--- config.mk ---
export PLATFORM = sky130hd
export DESIGN_NAME = poly_controller
export DESIGN_NICKNAME = d
export VERILOG_FILES = /design/src/rtl/poly_controller.sv
export SDC_FILE = /design/constraint.sdc
export NUM_CORES = 1
export LEC_CHECK = 0
export ABC_AREA = 1
export CAP_MARGIN = 30
export CORE_AREA = 2 2 44 42
export DETAILED_ROUTE_END_ITERATION = 7
export DIE_AREA = 0 0 46 44
export PLACE_DENSITY = 0.7
export SLEW_MARGIN = 20
export SYNTH_ARGS = -nofsm -noshare
export SYNTH_HDL_FRONTEND = slang
export SYNTH_SLANG_ARGS = --single-unit
--- constraint.sdc ---
create_clock -name i_clk -period 1.8 [get_ports i_clk]
set_clock_uncertainty 0.2 [all_clocks]
set_input_delay 0.36 -clock i_clk [delete_from_list [all_inputs] [get_ports i_clk]]
set_output_delay 0.36 -clock i_clk [all_outputs]
set_load 0.02 [all_outputs]
--- src/rtl/poly_controller.sv ---
// Sequencer for the 4-stage ring polynomial datapath: loads X/N, runs deg ring
// advances, then presents the result (or a rejection) until the consumer acks.
module poly_controller #(
    parameter int N_WIDTH   = 3,
    parameter int CNT_WIDTH = 3
) (
    input  logic               i_clk,
    input  logic               i_reset,
    input  logic               i_start,
    input  logic [N_WIDTH-1:0] i_n_input,
    input  logic               i_error,
    input  logic               i_overflow,
    input  logic               i_ack,
    output logic               o_load_x,
    output logic               o_load_n,
    output logic               o_ready,
    output logic               o_load_registers,
    output logic               o_valid,
    output logic               o_busy,
    output logic               o_done,
    output logic               o_err_flag,
    output logic               o_ovf_flag
);

    // state  | meaning
    // S_IDLE | waiting for start; load_x/load_n follow start combinationally
    // S_LOAD | datapath X/N now valid; check error input and degree
    // S_CALC | deg ring-advance cycles, ready only on the first
    // S_DONE | result presented with valid/done until ack
    // S_ERR  | request rejected, done/err_flag until ack
    typedef enum logic [2:0] {
        S_IDLE = 3'd0,
        S_LOAD = 3'd1,
        S_CALC = 3'd2,
        S_DONE = 3'd3,
        S_ERR  = 3'd4
    } state_t;

    state_t               r_state;
    state_t               w_state_nxt;
    logic [CNT_WIDTH-1:0] r_cnt;
    logic [N_WIDTH-1:0]   r_deg;
    logic                 r_ovf;
    logic                 r_err;
    logic [CNT_WIDTH-1:0] w_deg_m1;
    logic                 w_last;
    logic                 w_reject;

    // deg is never zero in CALC, so the decrement cannot wrap there
    assign w_deg_m1 = CNT_WIDTH'(r_deg) - CNT_WIDTH'(1);
    assign w_last   = (r_cnt == w_deg_m1);
    assign w_reject = i_error || (r_deg == '0);

    always_ff @(posedge i_clk) begin
        if (i_reset) begin
            r_state <= S_IDLE;
        end else begin
            r_state <= w_state_nxt;
        end
    end

    always_comb begin
        w_state_nxt      = r_state;
        o_load_x         = 1'b0;
        o_load_n         = 1'b0;
        o_ready          = 1'b0;
        o_load_registers = 1'b0;
        o_valid          = 1'b0;
        o_busy           = 1'b1;
        o_done           = 1'b0;
        case (r_state)
            S_IDLE: begin
                o_busy = 1'b0;
                if (i_start) begin
                    o_load_x    = 1'b1;
                    o_load_n    = 1'b1;
                    w_state_nxt = S_LOAD;
                end
            end
            S_LOAD: begin
                w_state_nxt = w_reject ? S_ERR : S_CALC;
            end
            S_CALC: begin
                o_load_registers = 1'b1;
                o_ready          = (r_cnt == '0);
                if (w_last) begin
                    w_state_nxt = S_DONE;
                end
            end
            S_DONE: begin
                o_valid = 1'b1;
                o_done  = 1'b1;
                if (i_ack) begin
                    w_state_nxt = S_IDLE;
                end
            end
            S_ERR: begin
                o_done = 1'b1;
                if (i_ack) begin
                    w_state_nxt = S_IDLE;
                end
            end
            default: begin
                w_state_nxt = S_IDLE;
            end
        endcase
    end

    always_ff @(posedge i_clk) begin
        if (i_reset) begin
            r_cnt <= '0;
            r_deg <= '0;
            r_ovf <= 1'b0;
            r_err <= 1'b0;
        end else begin
            case (r_state)
                S_IDLE: begin
                    if (i_start) begin
                        r_deg <= i_n_input;
                        r_ovf <= 1'b0;
                        r_err <= 1'b0;
                    end
                end
                S_LOAD: begin
                    if (w_reject) begin
                        r_err <= 1'b1;
                    end else begin
                        r_cnt <= '0;
                    end
                end
                S_CALC: begin
                    r_cnt <= r_cnt + CNT_WIDTH'(1);
                    r_ovf <= r_ovf | i_overflow;
                end
                default: begin
                end
            endcase
        end
    end

    assign o_err_flag = r_err;
    assign o_ovf_flag = r_ovf;

endmodule

==> results.sh <==
export IMPL_drt_iter0_markers=18
export IMPL_fin_nets=143
export IMPL_grt_usage_pct=17.00
export IMPL_r2r_start="r_deg[0]"
export IMPL_max_freq_ghz=0.5724
export IMPL_antenna_cells=0
export IMPL_period_needed_ns=1.747
export IMPL_syn_avg_cell_area_um2=6.875
export IMPL_layout_setup_ws_ns=0.05283
export IMPL_multi_input_area_um2=376.6
export IMPL_fin_util_pct=60.87
export IMPL_gp_congestion=0.8198
export IMPL_dpl_worst_slack_ns=-0.4152
export IMPL_p_seq_share_pct=26.5
export IMPL_power_density_nw_per_um2=1394
export IMPL_slew_viol_final=0
export IMPL_cts_reportedPaths_clkPinSlew_ns=0.07
export IMPL_cts_sinks=11
export IMPL_syn_cell_area_um2=653.1
export IMPL_rsz0062_at_grt="true"
export IMPL_drc=0
export IMPL_io_pins=18
export IMPL_postRouteAntennaNets=0
export IMPL_stdcell_count=145
export IMPL_die_h_um=44
export IMPL_hold_depth=2
export IMPL_final_layout_size_suffix_gt1_share_pct=31.78
export IMPL_yosysWarnings=0
export IMPL_hold_path_class="flip-flop to flip-flop"
export IMPL_critical_path_class="input pin to output pin"
export IMPL_synthCells=95
export IMPL_synth_seq_cells=11
export IMPL_cp_end_kind="output pin"
export IMPL_cp_max_fo=2
export IMPL_hold_viol_final=0
export IMPL_power_share_clock_pct=13.0
export IMPL_area_growth_pct=46.93
export IMPL_die_area_um2=2024
export IMPL_status="finished, final reports clean"
export IMPL_cts_root_buf="clkbuf_4"
export IMPL_power_leakage_nw=0.5213
export IMPL_worstPathRequired_ns=1.24
export IMPL_hp_start="r_deg[1]"
export IMPL_syn_nets=108
export IMPL_grt_ovfl_total=0
export IMPL_clk_latency_ns=0.27
export IMPL_dr_pass1_iters=4
export IMPL_start_util_pct=41.43
export IMPL_vias=666
export IMPL_grt_pass1_vias=581
export IMPL_finalSetupViolations=0
export IMPL_vias_per_cell=4.593
export IMPL_portBuffers=17
export IMPL_grt_max_degree=8
export IMPL_cts_tree="built"
export IMPL_clock_path_buffers=2
export IMPL_worst_setup_path_start_kind="input pin"
export IMPL_relSlewSlack_pct=84.85
export IMPL_postCtsHoldBufs=0
export IMPL_p_int_mw=0.7604
export IMPL_power_switching_mw=0.5776
export IMPL_vdd_drop_max_v=0.0006068
export IMPL_whs_endpoint="r_deg[1]"
export IMPL_grt_pass1_wl_mm=2.456
export IMPL_die_w_um=46
export IMPL_wl_mm=1.533
export IMPL_p_sw_share_pct=43.17
export IMPL_post_route_period_util_pct=97.07
export IMPL_tightestPinTransition_ns=0.2255
export IMPL_rr_worst_depth=10
export IMPL_hold_slack_ns=0.2617
export IMPL_coreArea_um2=1577
export IMPL_htree_levels=1
export IMPL_antenna_found_initial=0
export IMPL_post_dp_hpwl_mm=1.196
export IMPL_placed_cells=141
export IMPL_r2r_slack_ns=0.13
export IMPL_arrival_ns=1.19
export IMPL_fillers=151
export IMPL_routedWlPerCell_um=10.57
export IMPL_cap_violations=0
export IMPL_placementRows=14
export IMPL_ys_seq_area_share_pct=33.72
export IMPL_timing_rr_end="r_state[2]"
export IMPL_seqCellArea_um2=222.7
export IMPL_cts_buffers_inserted=3
export IMPL_combPwrFrac_pct=60.5
export IMPL_ys_types=20
==> logic make-up after synthesis <==
group,Yosys count,synth area share [%]
flops,11,33.72
simple gates,43,30.84
fa+ha+maj,4,7.663
buf+inv,19,11.69
compound gates,17,14.75
xor+xnor,1,1.341
==> cell usage after synthesis, drive strengths merged <==
library cell  instances  area share [%]
nand4                 1            0.96
inv                  17             9.8
ha                    4             7.7
buf                   1             1.1
o21ai                 6             4.6
clkinv                1            0.77
xor2                  1             1.3
a21oi                11              10
nor3                  1            0.77
nor2                  8             5.4
dfxtp                11              34
nand3                 8             6.9
nand2                24              16
nand3b                1             1.1
==> critical path, stage by stage <==
cell and delay (ns):
clkdlybuf4s50_1 0.48, nand3_1 0.11, inv_1 0.08, buf_2 0.16
==> through the flow <==
step	total power, mW	instance area [um2]	setup TNS [ns]
6_report	1.338	959.7	0
5_1_grt	1.462	959.7	-0.0008584
4_1_cts	1.335	959.7	0
3_5_place_dp	1.183	940.9	-1.051
3_3_place_gp	1.169	940.9	-0.9844
2_1_floorplan	0.8422	653.1	0
==> cells in the final DEF, fill, tap and decap left out, drive strengths merged <==
| cell | count |
|---|---|
| dlymetal6s2s | 2 |
| nand2 | 24 |
| clkdlybuf4s50 | 8 |
| clkinv | 1 |
| ha | 4 |
| o21ai | 6 |
| nor3 | 1 |
| nor2 | 8 |
| nand3b | 1 |
| inv | 17 |
| dfxtp | 11 |
| a21oi | 11 |
| nand3 | 8 |
| nand4 | 1 |
| clkbuf | 6 |
| buf | 19 |
| xor2 | 1 |
==> worst max path at each step <==
stage	start	endpoint	slack, ns	cells past startpoint
floorplan	r_state[0]	o_load_x	0.12	4
global placement	i_start	o_load_n	-0.41	4
detailed placement	i_start	o_load_x	-0.42	4
CTS	r_state[2]	o_valid	0.0006	5
global route	i_start	o_load_x	-0.0009	4
finish	i_start	o_load_x	0.05	4
==> sequential cells by signal (all words and copies together) (netlist names) <==
name	cells
r_cnt	3
r_deg	3
r_state	3
o_err_flag	1
o_ovf_flag	1
==> power groups by stage <==
| stage | Combinational (mW) | Sequential, mW | Clock, mW |
|---|---|---|---|
| final | 0.810 | 0.354 | 0.174 |
| after global routing | 0.906 | 0.361 | 0.196 |
| after CTS | 0.800 | 0.353 | 0.182 |
| after detailed placement | 0.830 | 0.353 | 0 |
| after global placement | 0.819 | 0.350 | 0 |
| after floorplan | 0.473 | 0.369 | 0 |
==> layer usage <==
metal / share of wire (%) / up-vias / wire, um / GRT usage, %
met1: 49 / 282 / 754 / 23.23
li1: - / 371 / - / -
met4: 2.3 / 0 / 35 / 5.143
met3: 2.2 / 4 / 34 / 3.750
met2: 46 / 9 / 709 / 26.39
met5: 0 / - / 0 / 0
==> cell type report <==
class	instances	area share [%]
multi-input combinational	65	39.24
timing repair buffer	31	25.55
sequential	11	23.21
inverter	18	7.171
clock buffer	4	2.738
tap	16	2.086
==> repair_timing <==
action                     CTS  global route
setup endpoints to repair    7            10
gates resized for setup     23            10
pin swaps                    0             1
setup buffers                0             0
(Power assumes the default switching activity.)
